**src/rtl/scsi_reg_access_ctl.sv**
```systemverilog
// ---------------------------------------------------------------------------
// ScsiRegAccessCtl : NCR register-access sequencer
//
// Sits between the Zorro III slave decoder and one or more NCR SCSI chips.
// An accepted bus access runs through two phases. In the address-strobe
// phase the controller asserts AS and waits a programmable setup time. In
// the select phase it asserts the chosen register select and DS, then waits
// for SLACK. When SLACK arrives, DTACK is returned to the bus side. A bad
// target select, or a SLACK that does not arrive in time, reports a bus
// error instead.
//
// Parameters
//   NUM_CS        number of register-select outputs (>=1)
//   AS_SETUP      clocks spent in the AS phase before select (0 acts as 1)
//   TIMEOUT_CLKS  clocks in the select phase before a bus error (0 = never)
//   MYBUS_CS      select index held low while the NCR owns the bus
//
// Ports
//   bclk         in   bus clock, rising edge
//   reset        in   synchronous, active-high
//   scsi_cycle   in   decoded SCSI access; low aborts / ends the cycle
//   cs_sel       in   one-hot target select, sampled at acceptance
//   DOE          in   data output enable from the bus
//   DS_n         in   byte strobes, active low
//   READ         in   1 = read, sampled at acceptance
//   mybus        in   NCR is bus master
//   SLACK_n      in   NCR slave acknowledge, active low
//   SCSI_SREG_n  out  register selects, active low
//   scsi_as_sig  out  address strobe to the NCR
//   scsi_ds_sig  out  data strobe to the NCR
//   dtack        out  cycle acknowledge to the bus side
//   berr         out  access error (bad select or SLACK timeout)
//   busy         out  sequencer not idle
// ---------------------------------------------------------------------------
module scsi_reg_access_ctl #(
    parameter int NUM_CS       = 2,
    parameter int AS_SETUP     = 1,
    parameter int TIMEOUT_CLKS = 64,
    parameter int MYBUS_CS     = 0
) (
    input  logic              bclk,
    input  logic              reset,
    input  logic              scsi_cycle,
    input  logic [NUM_CS-1:0] cs_sel,
    input  logic              DOE,
    input  logic [3:0]        DS_n,
    input  logic              READ,
    input  logic              mybus,
    input  logic              SLACK_n,
    output logic [NUM_CS-1:0] SCSI_SREG_n,
    output logic              scsi_as_sig,
    output logic              scsi_ds_sig,
    output logic              dtack,
    output logic              berr,
    output logic              busy
);

    // A zero setup time still needs one clock in the AS phase.
    localparam int SETUP_LOAD = (AS_SETUP < 1) ? 1 : AS_SETUP;
    localparam int SW         = $clog2(SETUP_LOAD + 1);

    // When the timeout is disabled, the counter still needs a legal width.
    // It then sits saturated and is never compared.
    localparam int TW = (TIMEOUT_CLKS > 0) ? $clog2(TIMEOUT_CLKS + 1) : 1;

    localparam logic [SW-1:0]     SETUP_INIT  = SW'(SETUP_LOAD);
    localparam logic [TW-1:0]     TO_LIMIT    = TW'(TIMEOUT_CLKS);
    localparam logic [NUM_CS-1:0] SEL_NONE    = '1;
    localparam logic [NUM_CS-1:0] MYBUS_SELECT = ~(NUM_CS'(1) << MYBUS_CS);

    typedef enum logic [2:0] {
        S_IDLE,
        S_AS,
        S_CS,
        S_ACK,
        S_ERR
    } state_t;

    state_t            r_state;
    logic [NUM_CS-1:0] r_sel;
    logic [SW-1:0]     r_setupCnt;
    logic [TW-1:0]     r_toCnt;
    logic [NUM_CS-1:0] r_sregN;
    logic              r_as;
    logic              r_ds;
    logic              r_dtack;
    logic              r_berr;
    logic              r_busy;

    logic              w_accept;
    logic              w_selOneHot;
    logic [TW-1:0]     w_toInc;
    logic              w_timeout;

    // An access starts only when the bus is really driving data strobes.
    // The abort and mybus conditions are handled ahead of the state case.
    assign w_accept    = DOE && !(&DS_n);
    assign w_selOneHot = $onehot(cs_sel);

    // The timeout counter saturates rather than wrapping. A very late SLACK
    // therefore can never look like a fresh count.
    assign w_toInc   = (r_toCnt == '1) ? r_toCnt : r_toCnt + TW'(1);
    assign w_timeout = (TIMEOUT_CLKS != 0) && (w_toInc == TO_LIMIT);

    // Single sequencer process. The outputs are set in the same branch that
    // picks the next state, so each output register shows the state being
    // entered on this edge.
    // Priority order: reset first, then scsi_cycle low (abort), then NCR bus
    // mastership, then the normal access flow.
    always_ff @(posedge bclk) begin
        if (reset || !scsi_cycle) begin
            r_state    <= S_IDLE;
            r_sel      <= '0;
            r_setupCnt <= '0;
            r_toCnt    <= '0;
            r_sregN    <= SEL_NONE;
            r_as       <= 1'b0;
            r_ds       <= 1'b0;
            r_dtack    <= 1'b0;
            r_berr     <= 1'b0;
            r_busy     <= 1'b0;
        end else if (mybus) begin
            r_state    <= S_IDLE;
            r_setupCnt <= '0;
            r_toCnt    <= '0;
            r_sregN    <= MYBUS_SELECT;
            r_as       <= 1'b0;
            r_ds       <= 1'b0;
            r_dtack    <= 1'b0;
            r_berr     <= 1'b0;
            r_busy     <= 1'b0;
        end else begin
            case (r_state)
                S_IDLE: begin
                    // An IDLE entered from the mybus state still holds that
                    // select. Release it here whenever no access starts.
                    r_sregN <= SEL_NONE;
                    if (w_accept) begin
                        r_sel  <= cs_sel;
                        r_busy <= 1'b1;
                        if (w_selOneHot) begin
                            r_state    <= S_AS;
                            r_setupCnt <= SETUP_INIT;
                            r_as       <= 1'b1;
                            // A read presents DS with AS. A write holds DS
                            // back until the select is asserted.
                            r_ds       <= READ;
                        end else begin
                            r_state <= S_ERR;
                            r_berr  <= 1'b1;
                        end
                    end
                end
                S_AS: begin
                    if (r_setupCnt <= SW'(1)) begin
                        r_state <= S_CS;
                        r_sregN <= ~r_sel;
                        r_ds    <= 1'b1;
                        r_toCnt <= '0;
                    end else begin
                        r_setupCnt <= r_setupCnt - SW'(1);
                    end
                end
                S_CS: begin
                    // If SLACK arrives on the same edge that the timeout
                    // expires, the cycle completes normally.
                    if (!SLACK_n) begin
                        r_state <= S_ACK;
                        r_dtack <= 1'b1;
                    end else begin
                        r_toCnt <= w_toInc;
                        if (w_timeout) begin
                            r_state <= S_ERR;
                            r_sregN <= SEL_NONE;
                            r_as    <= 1'b0;
                            r_ds    <= 1'b0;
                            r_berr  <= 1'b1;
                        end
                    end
                end
                S_ACK, S_ERR: begin
                    // Hold the current outputs until scsi_cycle drops.
                end
                default: begin
                    r_state <= S_IDLE;
                    r_sregN <= SEL_NONE;
                    r_as    <= 1'b0;
                    r_ds    <= 1'b0;
                    r_dtack <= 1'b0;
                    r_berr  <= 1'b0;
                    r_busy  <= 1'b0;
                end
            endcase
        end
    end

    assign SCSI_SREG_n = r_sregN;
    assign scsi_as_sig = r_as;
    assign scsi_ds_sig = r_ds;
    assign dtack       = r_dtack;
    assign berr        = r_berr;
    assign busy        = r_busy;

endmodule

```
**config.mk**
```make
export PLATFORM = sky130hd
export DESIGN_NAME = scsi_reg_access_ctl
export DESIGN_NICKNAME = d
export VERILOG_FILES = /design/src/rtl/scsi_reg_access_ctl.sv
export SDC_FILE = /design/constraint.sdc
export NUM_CORES = 1
export LEC_CHECK = 0
export ABC_AREA = 1
export BUFFER_PORTS_ARGS = -buffer_cell sky130_fd_sc_hd__buf_4
export CORE_MARGIN = 1
export CORE_UTILIZATION = 54
export DETAILED_ROUTE_END_ITERATION = 7
export PLACE_DENSITY = 0.73
export SYNTH_ARGS = -nofsm -noshare
export SYNTH_HDL_FRONTEND = slang
export SYNTH_SLANG_ARGS = --single-unit
```
**constraint.sdc**
```tcl
create_clock -name bclk -period 1.8 [get_ports bclk]
set_input_delay 0.36 -clock bclk [delete_from_list [all_inputs] [get_ports bclk]]
set_output_delay 0.36 -clock bclk [all_outputs]
set_load 0.1 [all_outputs]
```
Word level (Yosys, flattened, before mapping). Index checks and enable logic that the tools add are counted.

Eq/ne operators: 20. Multiplexer cells: 35. Add/subtract/negate cells: 3. Bitwise gates (word level): 6. Reductions and logical operators: 24. Order comparisons: 1.

Operators by type and width (count): 7-bit 2-to-1 mux (3); 4-bit AND reduction (5); 2-bit != test, second input constant (9); 1-bit 2-to-1 mux (15); 3-bit 2-to-1 mux (5); 7-bit == test, second input constant (2); 7-bit one-hot mux with 2 select lines (1); 3-bit != test, second input constant (4); 3-bit one-hot mux with 4 select lines (1); 5-bit AND reduction (2); 4-bit OR reduction (2); 7-bit by 1-bit adder with 7-bit output, second input constant (1); 3-bit by 2-bit == test with 1-bit output, second input constant (2); 2-bit 2-to-1 mux (3); 1-bit one-hot mux with 2 select lines (3); 1-bit one-hot mux with 3 select lines (2); 2-bit one-hot mux with 3 select lines (1); 3-bit AND reduction (2); 6-bit AND reduction (1); 1-bit inverter (5); 1-bit one-hot mux with 4 select lines (1); 2-bit AND reduction (2); 2-bit nonzero test (2); 2-bit OR reduction (2); 12 further kinds (13).

Flip-flop bits (word level): 20. Output and inout port bits: 7. Input bits: 13. Word-level logic and storage cells: 100.

Logic depth before layout (Yosys ltp). Gate-level depths: netlist of the first run.

Depth in word-level cells: 7. Mapped depth: 14. Mapped depth without buffers: 14.

Least setup slack after synthesis of the first run. No wires, ideal clock.

Path type: reg-to-reg. Start point: reg r_toCnt[0]. End point: reg r_sregN[1], in the netlist SCSI_SREG_n[1]. Cell stages (with the launch flop): 14. Slack: 187 ps. Data arrival time: 1477 ps. Clock period less this slack: 1613 ps. Path buffers: 0. Required time: 1664 ps. Setup time: 136 ps. Path through: dfxtp_1 ha_1 nand3_2 inv_1 nand2_2 nand2_1 nand2_1 nand2_1 nor2_2 nand3_2 nand2_4 nand2_1 nand2_1 nand3_1.

Word-level cells in the longest chain between the ends: 5. Elaborated cells on any way between the ends: 6. Classes of those cells: add/sub: 1; eq/ne: 3; mux: 1; reduce/logical: 1.

Ends and longest elaborated chain: start: declaration (RTL line 82) `logic [TW-1:0] r_toCnt;`; start signal: assignment (RTL line 171) `r_toCnt <= w_toInc;`; 7-bit by 1-bit adder with 7-bit output / 7-bit == test (equally long branches) (RTL line 102) `assign w_toInc = (r_toCnt == '1) ? r_toCnt : r_toCnt + TW'(1);`; 7-bit 2-to-1 mux (*) (RTL line 102); 7-bit == test (*) (RTL line 103) `assign w_timeout = (TIMEOUT_CLKS != 0) && (w_toInc == TO_LIMIT);`; 2-bit != test (no line) (*); 4-bit AND reduction (no line) (*); end signal: assignment (RTL line 157) `r_sregN <= ~r_sel;`; end: declaration (RTL line 83) `logic [NUM_CS-1:0] r_sregN;`.

Mark *: on every way between the ends. The rest lies on a longest branch, timed or not. A chain may end at the register's enable or synchronous reset.

Final worst setup path of the first run.
Start point: reg r_toCnt[1]. End point: reg r_as, in the netlist scsi_as_sig.

Word-level cells in the longest chain between the ends: 5. Elaborated cells on any way between the ends: 6. Classes of those cells: add/sub: 1; eq/ne: 3; mux: 1; reduce/logical: 1.

Ends and longest elaborated chain: 7-bit by 1-bit adder with 7-bit output / 7-bit == test (equally long branches) (RTL line 102); 7-bit 2-to-1 mux (*) (RTL line 102); 7-bit == test (*) (RTL line 103); 2-bit != test (no line) (*); 5-bit AND reduction (no line) (*); end signal: assignment (RTL line 117) `r_as <= 1'b0;`; end signal: assignment (RTL line 127) `r_as <= 1'b0;`; end signal: assignment (RTL line 144) `r_as <= 1'b1;`; end: declaration (RTL line 84) `logic r_as;`.

Marks and branches as above.

==> results of run 1 <==
## sequential cells by signal (all words and copies together) (netlist names)
name and flops:
SCSI_SREG_n 2, scsi_as_sig 1, r_sel 2, r_toCnt 7, berr 1, busy 1
r_state 3, dtack 1, scsi_ds_sig 1
## worst register-to-register path, cell delays in order (launching register included)
cell and delay, ns:
sky130_fd_sc_hd__dfxtp_4 0.38, sky130_fd_sc_hd__ha_4 0.18, sky130_fd_sc_hd__nand3_4 0.09, sky130_fd_sc_hd__inv_2 0.05, sky130_fd_sc_hd__nand2_4 0.10, sky130_fd_sc_hd__nand2_1 0.08
sky130_fd_sc_hd__nand2_2 0.07, sky130_fd_sc_hd__nand2_1 0.07, sky130_fd_sc_hd__nor2_2 0.14, sky130_fd_sc_hd__nand3_2 0.11, sky130_fd_sc_hd__nand2_4 0.13, sky130_fd_sc_hd__nand3_1 0.08
sky130_fd_sc_hd__nand2_1 0.08, sky130_fd_sc_hd__nor2_2 0.04
## cell families (layout without fill, tap and decap cells)
logic type      count (synthesis)  in the layout  synth area share (%)
simple gates                  102            102                  40.5
fa+ha+maj                       1              1                  1.10
compound gates                 22             22                  10.4
buf+inv                        38             65                  12.9
flops                          19             19                  33.6
xor+xnor                        2              2                  1.55
## cell type report
type,count,share of cell area (%)
clock inverters,1,0.355
multi-input cells,127,45.4
inverters,37,9.86
well taps,27,2.40
clock buffers,3,1.60
flip-flops and latches,19,27.6
repair buffers,24,12.8
## power by group
part           internal, mW  switching (mW)  total, mW
combinational        0.0510          0.0912      0.142
sequential            0.424         0.00541      0.430
clock                0.0826           0.133      0.216
## metal layers
layer / vias to the layer above / track usage [%] / routed length (um)
li1: 631 / - / -
met1: 560 / 35.7 / 1240
met2: 52 / 39.2 / 1290
met3: 2 / 3.40 / 209
met4: 0 / 6.11 / 12
met5: - / 0 / 0
## layout by cell type (no fill, tap or decap)
master / n
sky130_fd_sc_hd__a211oi_1: 1
sky130_fd_sc_hd__a21oi_1: 14
sky130_fd_sc_hd__buf_4: 24
sky130_fd_sc_hd__clkbuf_4: 3
sky130_fd_sc_hd__clkinv_1: 1
sky130_fd_sc_hd__clkinv_2: 1
sky130_fd_sc_hd__dfxtp_1: 16
sky130_fd_sc_hd__dfxtp_2: 1
sky130_fd_sc_hd__dfxtp_4: 2
sky130_fd_sc_hd__ha_4: 1
sky130_fd_sc_hd__inv_1: 34
sky130_fd_sc_hd__inv_2: 2
sky130_fd_sc_hd__nand2_1: 48
sky130_fd_sc_hd__nand2_2: 3
sky130_fd_sc_hd__nand2_4: 2
sky130_fd_sc_hd__nand3_1: 12
sky130_fd_sc_hd__nand3_2: 3
sky130_fd_sc_hd__nand3_4: 1
sky130_fd_sc_hd__nand4_1: 5
sky130_fd_sc_hd__nor2_1: 22
sky130_fd_sc_hd__nor2_2: 5
sky130_fd_sc_hd__nor3_1: 1
sky130_fd_sc_hd__o21ai_0: 3
sky130_fd_sc_hd__o21ai_1: 2
sky130_fd_sc_hd__o21bai_1: 1
sky130_fd_sc_hd__o31ai_1: 1
sky130_fd_sc_hd__xnor2_1: 1
sky130_fd_sc_hd__xor2_1: 1
## per-stage QoR
step	TNS (ns)	hold slack (ns)	instance area (um2)	worst slack, ns
floorplan	0	0.453	1130	0.187
global route	-0.0162	0.297	1410	-0.0162
global placement	0	0.444	1330	0.114
detailed placement	0	0.456	1330	0.0149
CTS	0	0.282	1360	0.0217
finish	0	0.284	1410	0.119
## worst paths after layout
path                            startpoint             end  slack (ns)  cells after the start
worst max-delay path            r_toCnt[1]     scsi_as_sig        0.12                     13
worst min-delay path                 reset  SCSI_SREG_n[0]        0.28                      3
worst max register to register  r_toCnt[1]     scsi_as_sig        0.12                     13
worst min register to register        berr            berr        0.47                      2
## repair_timing
item / CTS / global route
endpoints found under the setup margin: 2 / 8
pin swaps: 0 / 5
gates resized for setup: 1 / 13
buffers inserted: 0 / 2
==> summary by stage, run 1 <==
Flow run
The tool flagged a number of max-cap violations equal to 0.

Power
The completed layout was analyzed and its total power is 788 uW. The worst supply voltage drop on vdd is 0.559 mV. The leakage power total is 0.678 nW.

Power spread over the standard cell area amounts to 559 nW/um2.

Clock network
In this run the number of H-tree levels came out at 1. The clock latency at the later pin of the worst-skew pair is 0.29 ns. In this run the deepest clock path goes through 2 buffers.

Hold repair after CTS inserted 0 buffers. The TritonCTS buffer count is 3. The tree built by TritonCTS fans out to 19 sinks. In this run the clock root is driven by a sky130_fd_sc_hd__clkbuf_4. The clock-pin slew reported for the worst setup and hold paths after clock tree synthesis is 0.11 ns.

The CTS tree is built.

Critical path
The worst path buffer plus inverter count is 1. At the worst endpoint, the arrival time is 1.89 ns. Traced cell by cell, the critical path runs through ha_4 > nand3_4 > inv_2 > nand2_4 > nand2_1 > nand2_2 > nand2_1 > nor2_2 > nand3_2 > nand2_4 > nand3_1 > nand2_1 > nor2_2. The type of the worst setup path is register to register. The kind of launch point of the worst setup path is a register. Of all nets on the critical path, the largest fanout is 7.

The stage delay of the slowest cell on the critical path is 0.38 ns. The worst setup path is captured at a register. The family of cells with the greatest summed delay on the critical path is simple AND/OR/NAND/NOR gates. Counting stages on the worst path, the most repeated cell is sky130_fd_sc_hd__nand2_1. STA puts the critical path data required time at 2.01 ns. The slowest stage of the critical path is the sky130_fd_sc_hd__dfxtp_4 cell.

GRT
The global-route wire length before repair is 3950 um. Entering global routing, the biggest net connects 12 pins. The total overflow left after global routing is 0.

The via count of the first global-routing pass is 951. Global routing used 24.8% of the available tracks. The initial antenna violation count is 0.

Floorplanning
The starting density of the core is 57.8%. The core region is 1960 um2. The floorplan step set the die height to 47.8 um. Pin placement for this block handled 20 I/O pins.

The die boundary width is 47.8 um. The floorplan step defined a die boundary enclosing 2290 um2. The number of placement rows is 16.

Logic synthesis
By area the synthesized netlist is led by sky130_fd_sc_hd__dfxtp_1, sky130_fd_sc_hd__nand2_1, sky130_fd_sc_hd__inv_1. The number of synthesized flops with an enable pin is 0. In the synthesized netlist the async set-or-reset flop fraction comes to 0%. Synthesis instantiated 23 different standard cells from the library. The cell with the most instances after synthesis is sky130_fd_sc_hd__nand2_1. The number of nets handed over by synthesis was 198. The post-synthesis instance area is 1130 um2. The cell count after synthesis is 184.

In the synthesized netlist, the cells that appear most often are sky130_fd_sc_hd__nand2_1, sky130_fd_sc_hd__inv_1, sky130_fd_sc_hd__nor2_1. The mean instance size in the synthesized netlist is 6.16 um2. The total of warnings raised by yosys is 0. The area fraction of the dominant cell type after synthesis is 33.6%.

The most area-hungry cell type in the Yosys netlist is sky130_fd_sc_hd__dfxtp_1. The synthesis-stage register bit count is 19. Of the synthesized area, sequential elements account for 33.6%. The predominant post-synthesis flop cell is sky130_fd_sc_hd__dfxtp_1.

Layout
Cells with a size suffix above 1 make up 22.7% of the layout. The count of inserted antenna diode cells is 0. In the final layout, the multi-input gates occupy 639 um2. Relative to the synthesized area, the layout overhead comes to 24.3%.

Summing all flip-flop and latch instances after layout gives 389 um2. The post-layout net count is 226. The layout has 188 filler cells. The core utilization of the finished layout is 71.8%. The non-filler instance count after layout is 238.

Timing
For the finished layout, the period the worst path requires is 1.68 ns. Setup repair after global routing could not meet its margin everywhere. Static timing analysis puts the maximum clock frequency at 0.595 GHz. The slew of the pin with the lowest slew margin is 0.272 ns. The hold violation count in the final report is 0. Across the routed clock network, the largest skew measured is 0.00342 ns. The final setup violation count is 0.

Headroom to the max-slew limit came out at 81.8%. The final count of pins violating max slew is 0. The period utilization is 93.4%.

Drt
Dividing the detail-routed via count by the number of cells gives 5.23. The number of vias in the routed layout is 1,245. The initial DRC count is 43. The wire length after detailed routing is 2750 um.

The first detailed-routing pass took 4 iterations. After detailed routing, the average wire length per cell comes to 11.6 um. The count of nets left with antenna violations once routing finished came out at 0. The remaining routing DRC violations is 0.

Placement
The cell count after placement is 232. Detailed placement finished with a half-perimeter wire length of 2170 um. The final weighted congestion in routability-driven placement is 0.940. The total of buffers placed on input and output ports is 19.

Status
The run finished with clean final reports.

Hold path
The path class of the tightest hold or removal check is primary input to register.
Note: power is estimated with default switching activity, not from simulation.
==> inputs of run 2 (changes only) <==
--- a/config.mk
+++ b/config.mk
@@ -8,9 +8,9 @@
 export ABC_AREA = 1
 export BUFFER_PORTS_ARGS = -buffer_cell sky130_fd_sc_hd__buf_4
 export CORE_MARGIN = 1
-export CORE_UTILIZATION = 54
+export CORE_UTILIZATION = 58
 export DETAILED_ROUTE_END_ITERATION = 7
-export PLACE_DENSITY = 0.73
+export PLACE_DENSITY = 0.78
 export SYNTH_ARGS = -nofsm -noshare
 export SYNTH_HDL_FRONTEND = slang
 export SYNTH_SLANG_ARGS = --single-unit
==> constraint.sdc (replaced) <==
create_clock -name bclk -period 2.09 [get_ports bclk]
set_input_delay 0.418 -clock bclk [delete_from_list [all_inputs] [get_ports bclk]]
set_output_delay 0.418 -clock bclk [all_outputs]
set_load 0.1 [all_outputs]
==> run 2 against run 1 <==
Non-clock buffer count decreased by 3. Count of clock-buffer cells in the layout increased by 1. Clock skew fell by 0.0027 ns. Critical path depth did not move. First-iteration DRC count is 37% lower. Clock power decreased by 12%. Power down 13%. Critical path type unchanged. Largest cell class unchanged. Highest routed layer unchanged.
==> summary by stage, run 2 (synthesis results as in run 1) <==
Status
The run finished with clean final reports.

Clock network
The post-CTS setup-driven buffer insertion count is 0. TritonCTS built the clock tree. The root buffer cell chosen for the clock tree is sky130_fd_sc_hd__clkbuf_4.

The clock latency at the later pin of the worst-skew pair is 0.30 ns. The post-cts resize count is 0. No sink is reached through more buffers than the 2 on the longest clock path.

The clock-pin slew reported for the worst setup and hold paths after clock tree synthesis is 0.11 ns. The TritonCTS buffer count is 3. The maximum level of the CTS H-tree is 1. The CTS sink count is 19.

Buffers inserted to repair hold after CTS numbered 0.

Drt
After detailed routing, the average wire length per cell comes to 11.4 um. The initial DRC count is 27. The wire length after detailed routing is 2660 um. The number of vias in the routed layout is 1,175. The first detailed-routing pass ran for 4 iterations.

The count of nets left with antenna violations once routing finished came out at 0. After detailed routing, the number of vias per cell comes to 5.04. In the routed design, unresolved DRC markers number 0.

GRT
The first global-routing pass estimated 4310 um of wire. Global routing finished with a remaining overflow of 0. For this run, the total global-route usage over all layers was measured as 28.5%.

The initial antenna violation count is 0. The maximum number of pins on one net before global-route repair is 11. The via count of the first global-routing pass was 1,042.

Placement
The final weighted congestion in routability-driven placement is 0.974. The post-DP HPWL is 2130 um. OpenSTA, run right after detailed placement, puts the worst setup slack at 0.298 ns.

Buffers placed on the I/O ports in this run total 19.

Hold path
The endpoint with the worst hold slack is SCSI_SREG_n[0]. The worst min-delay path class is primary input to register. In this run the most critical hold path is launched from reset. The number of cells on the worst hold path is 3.

Floorplanning
The floorplan die height is 46.2 um. Once the floorplan was initialized, standard cells occupied 63.6% of the core. The floorplan core area is 1780 um2. The initialized floorplan defines 15 standard-cell rows. The die boundary width is 46.2 um. The number of I/O pins is 20.

The die area is 2140 um2.

Critical path
The type of the worst setup path is register to register. The worst endpoint data arrival time is 2.09 ns. The kind of capture point of the worst setup path is a register. The worst flop-to-flop path startpoint is r_toCnt[0].

The worst register-to-register path has a setup slack of 0.25 ns. The largest fanout on the critical path is 5. For the worst setup path, the data required time is 2.33 ns. STA classifies the critical path startpoint as a register. The worst reg-to-reg path cell count is 13. The critical register-to-register path endpoint is r_state[0].

Timing
The final count of pins violating max slew came to 0. The routed design could run at a clock period as short as 1.84 ns. Across all setup checks in the final design, the least slack found is 0.245 ns. Between clock sinks in the finished design, the worst skew comes to 0.000772 ns. The slew of the pin with the lowest slew margin is 0.300 ns. Derived from the worst setup path, the maximum achievable clock frequency is 0.542 GHz. In the finished design, the share of the clock period the worst path needs comes to 88.3%. The worst pin sits at a relative slew slack of 79.8%. The hold violation count in the final report is 0. The final-layout setup total negative slack is 0 ns. Setup repair after global routing left no endpoint under its margin. The final setup violation count is 0.

Layout
The net count of the finished layout is 223. The area growth from synthesis to layout is 18.3%. The largest registers in the layout are r_toCnt (7), r_state (3). In the final layout, the share of cells above drive strength 1 is 17.3%.

The repair_antennas step left the layout with diodes totalling 0. Registers take 380 um2. The register name with the most flops is r_toCnt. The leading cell type in the layout, fill and taps excluded is sky130_fd_sc_hd__nand2_1. The multi-input combinational cells in the finished layout cover a total of 607 um2. Fill cells in the final layout number 152. The register with the most flip-flops in the layout has 7 of them. Leaving out fill and tap cells, the most frequent cells in the layout are sky130_fd_sc_hd__nand2_1, sky130_fd_sc_hd__inv_1, sky130_fd_sc_hd__nor2_1, sky130_fd_sc_hd__buf_4, sky130_fd_sc_hd__dfxtp_1.

Power
The power density of the placed cells is 510 nW/um2. For this design the static power due to leakage is 0.650 nW. IR analysis of the VDD net gives a maximum drop of 0.423 mV.

Flow run
The max-capacitance violation count is 0.
## run 2: cell types whose count changed in the layout (fill, tap and decap cells not counted), sizes merged
cell	change
clkbuf	+1
buf	-3
clkinv	-1
## run 2: worst max-delay path, cell delays in order, from the launching register on
cell and delay (ns):
sky130_fd_sc_hd__dfxtp_1 0.41, sky130_fd_sc_hd__ha_1 0.28, sky130_fd_sc_hd__nand3_2 0.12, sky130_fd_sc_hd__nor2_2 0.15
sky130_fd_sc_hd__nand2_1 0.08, sky130_fd_sc_hd__nand2_1 0.08, sky130_fd_sc_hd__nand2_1 0.06, sky130_fd_sc_hd__nor2_2 0.12
sky130_fd_sc_hd__nand2_1 0.09, sky130_fd_sc_hd__nand2_2 0.08, sky130_fd_sc_hd__nand3_2 0.09, sky130_fd_sc_hd__nand2_1 0.07
sky130_fd_sc_hd__inv_1 0.04, sky130_fd_sc_hd__nor2_1 0.11
## run 2: worst max path at each step
stage,endpoint,startpoint,slack (ns)
after floorplan,SCSI_SREG_n[1],r_toCnt[0],0.48
after global placement,SCSI_SREG_n[0],r_toCnt[0],0.40
after detailed placement,r_state[1],r_toCnt[0],0.30
after CTS,SCSI_SREG_n[0],r_toCnt[0],0.27
after global routing,scsi_as_sig,r_toCnt[1],0.10
final,r_state[0],r_toCnt[0],0.25
## run 2: final cells by class
class	count	share of cell area, %
Clock buffer	4	1.96
Inverter	37	10.4
Multi-Input combinational cell	127	45.2
Sequential cell	19	28.4
Tap cell	25	2.33
Timing Repair Buffer	21	11.8
## run 2: layer usage
metal / track usage (%) / wire (um) / up-vias
li1: - / - / 620
met1: 38.7 / 1320 / 523
met2: 44.2 / 1210 / 27
met3: 5.88 / 102 / 5
met4: 10.0 / 35 / 0
met5: 0 / 0 / -
## run 2: metrics by stage
step	total power, mW	area, um2	util, %	hold slack (ns)	instances
CTS	0.685	1340	75.2	0.344	233
floorplan	0.461	1130	-	0.453	184
global placement	0.497	1320	73.8	0.438	229
detailed placement	0.501	1320	73.8	0.444	229
finish	0.684	1340	75.2	0.345	233
global route	0.711	1340	75.2	0.351	233
## run 2: power by group
group | total, mW | switching (mW) | internal, mW
clock | 0.189 | 0.115 | 0.0745
combinational | 0.123 | 0.0802 | 0.0426
sequential | 0.372 | 0.00409 | 0.368
total | 0.684 | 0.199 | 0.485
==> inputs of run 3 (changes only) <==
--- a/config.mk
+++ b/config.mk
@@ -8,9 +8,10 @@
 export ABC_AREA = 1
 export BUFFER_PORTS_ARGS = -buffer_cell sky130_fd_sc_hd__buf_4
 export CORE_MARGIN = 1
-export CORE_UTILIZATION = 58
+export CORE_UTILIZATION = 60
+export CTS_BUF_LIST = sky130_fd_sc_hd__clkbuf_8
 export DETAILED_ROUTE_END_ITERATION = 7
-export PLACE_DENSITY = 0.78
+export PLACE_DENSITY = 0.81
 export SYNTH_ARGS = -nofsm -noshare
 export SYNTH_HDL_FRONTEND = slang
 export SYNTH_SLANG_ARGS = --single-unit
==> constraint.sdc (replaced) <==
create_clock -name bclk -period 2.09 [get_ports bclk]
set_input_delay 0.418 -clock bclk [delete_from_list [all_inputs] [get_ports bclk]]
set_output_delay 0.418 -clock bclk [all_outputs]
set_load 0.005 [all_outputs]
==> run 3 against run 2 <==
Clock skew is 0.0071 ns higher. Final cell count stayed put. Critical endpoint is now SCSI_SREG_n[0]. Utilization is 2.8 points higher. Global-route usage is 1.8 points higher. Largest power group unchanged. Via count is 7.1% higher.
==> summary by stage, run 3 (synthesis results as in run 1) <==
Status
The run finished with clean final reports.

GRT
Global routing finished with a remaining overflow of 0. Entering global routing, the biggest net connects 12 pins. The via count of the first global-routing pass came to 1,077.

The global-route wire length before repair is 4480 um. The initial antenna violation count came to 0. Global routing used 30.3% of the available tracks across all layers.

Layout
Summing all multi-input logic gate instances after layout gives 607 um2. Summing all flip-flop and latch instances after layout gives 380 um2. The register name with the most flops is r_toCnt. After routing the design area is 1360 um2. The final layout contains 223 nets. After filler insertion, the fill cell instance count of the layout stands at 132. The core utilization of the finished layout is 78.0%.

The share of cells above drive strength 1 is 17.8%. The growth of design area from synthesis to finish is 20.1%. 0 antenna diodes ended up in the layout. In the final layout, the registers with the most flip-flops are r_toCnt (7), r_state (3). The leading cell type in the layout, fill and taps excluded is sky130_fd_sc_hd__nand2_1.

The register with the most flip-flops in the layout has 7 of them. The top cell types in the final layout, fill and taps aside, are sky130_fd_sc_hd__nand2_1, sky130_fd_sc_hd__inv_1, sky130_fd_sc_hd__nor2_1, sky130_fd_sc_hd__buf_4, sky130_fd_sc_hd__dfxtp_1.

Floorplanning
The number of placement rows is 15. The floorplan core area is 1750 um2. The starting density of the core is 64.9%. The floorplan step set the die width to 45.5 um.

Measured along the y axis, the die boundary spans 45.5 um. The floorplan step defined a die boundary enclosing 2070 um2. Pin placement for this block handled 20 I/O pins.

Drt
After the first detailed-routing iteration, the DRC count stood at 55. For this run, the detailed router's first-pass iteration total came to 4. Once detail routing completed, the nets flagged for antenna violations numbered 0. The routed layout has 1,258 vias. After detailed routing, the number of remaining DRC violations is 0. The wire length after detailed routing is 2740 um. The number of vias per cell is 5.40. The mean routed wirelength per cell is 11.8 um.

Flow run
The tool flagged a number of max-cap violations equal to 0.

Timing
For the final database, setup skew stands at 0.00785 ns. The hold violation count in the final report is 0. The worst path needs 1.81 ns of the cycle, external delays included. Setup repair after global routing left no endpoint under its margin.

The setup slack after layout is 0.275 ns. Setup total negative slack on the finished layout was measured at 0 ns. The final count of pins violating max slew came to 0. For the pin with the worst max-slew slack, the measured transition is 0.280 ns. Derived from the worst setup path, the maximum achievable clock frequency is 0.551 GHz.

Setup violations remaining at the end of the flow were counted as 0. The period utilization is 86.8%. The worst relative slew slack is 81.2%.

Placement
Detailed placement ended at an HPWL of 2130 um. At the end of routability-driven placement, the weighted congestion stood at 0.954. During placement, the flow inserted port buffers numbering 19. The minimum setup slack after placement is 0.349 ns. In this run the cell area measured after placement is 1320 um2.

Clock network
The TritonCTS buffer count is 3. The maximum level of the CTS H-tree is 1. Gates resized during post-CTS repair numbered 0. Clock latency on the worst-skew pair, taken at its later pin, is 0.27 ns. Clock tree synthesis selected as its root buffer the cell sky130_fd_sc_hd__clkbuf_8. The post-CTS setup-driven buffer insertion count is 0. No sink is reached through more buffers than the 2 on the longest clock path. The clock-pin slew reported for the worst setup and hold paths after clock tree synthesis is 0.08 ns. In this run, post-CTS hold repair placed 0 buffers. Counting every sink on the clock net gives 19.

The CTS tree is built.

Power
Total power for the finished layout comes to 742 uW. The leakage power total is 0.661 nW. The power density of the placed cells is 545 nW/um2. Across the VDD grid, the largest voltage drop is 0.473 mV.

Critical path
In this run the critical register-to-register path is launched from r_toCnt[1]. The origin of the worst setup path is r_toCnt[1]. The kind of capture point of the worst setup path is a register. The data required time of the worst path is 2.25 ns. The type of the worst setup path is register to register.

The kind of launch point of the worst setup path is a register. The worst endpoint data arrival time is 1.98 ns. Along the worst path, the maximum fanout reaches 8.

Hold path
The startpoint identified for the worst hold timing path is cs_sel[0]. The tightest min-delay check is of the primary input to register type.
## run 3: cell count changes in the layout (fill, tap and decap cells not counted)
| cell | delta |
|---|---|
| sky130_fd_sc_hd__clkbuf_1 | -1 |
| sky130_fd_sc_hd__clkinv_2 | +1 |
| sky130_fd_sc_hd__clkbuf_8 | +3 |
| sky130_fd_sc_hd__clkbuf_4 | -3 |
## run 3: cell type report
type	instances	area share (%)
timing repair buffer	21	11.6
inverter	37	10.2
clock buffer	3	3.03
tap	25	2.30
sequential	19	27.9
multi-input combinational	127	44.6
clock inverter	1	0.368
## run 3: through the flow
step | hold WS, ns | cells
6_report | 0.380 | 233
3_5_place_dp | 0.442 | 229
2_1_floorplan | 0.442 | 184
5_1_grt | 0.405 | 233
3_3_place_gp | 0.437 | 229
4_1_cts | 0.386 | 233
## run 3: worst paths after layout
| check | end | slack, ns | cells past startpoint |
|---|---|---|---|
| worst min register to register | berr | 0.45 | 2 |
| worst max-delay path | SCSI_SREG_n[0] | 0.28 | 14 |
| worst max register to register | SCSI_SREG_n[0] | 0.28 | 14 |
| worst min-delay path | r_sel[0] | 0.38 | 3 |
## run 3: worst max-delay path: stages, from the launching register on
cell	delay [ns]
sky130_fd_sc_hd__dfxtp_1	0.41
sky130_fd_sc_hd__ha_1	0.27
sky130_fd_sc_hd__nand3_2	0.12
sky130_fd_sc_hd__inv_1	0.09
sky130_fd_sc_hd__nand2_2	0.11
sky130_fd_sc_hd__nand2_1	0.09
sky130_fd_sc_hd__nand2_1	0.06
sky130_fd_sc_hd__nand2_1	0.09
sky130_fd_sc_hd__nor2_2	0.05
sky130_fd_sc_hd__nand3_2	0.08
sky130_fd_sc_hd__nand2_4	0.07
sky130_fd_sc_hd__nand2_1	0.09
sky130_fd_sc_hd__nand2_1	0.06
sky130_fd_sc_hd__nand2_1	0.06
sky130_fd_sc_hd__nand2_1	0.05
## run 3: power by group
part | internal, mW | total [mW] | switching [mW]
Sequential | 0.368 | 0.372 | 0.00445
Clock | 0.133 | 0.271 | 0.138
Combinational | 0.0422 | 0.0988 | 0.0566
Total | 0.543 | 0.742 | 0.199
## run 3: metal layers
layer  up-vias  part of all wire [%]  wire length (um)  GRT usage [%]
li1        622                     -                 -              -
met1       564                    42              1160           39.9
met2        60                    45              1240           44.3
met3        12                   8.8               241           7.14
met4         0                   3.7               101           18.2
met5         -                     0                 0              0
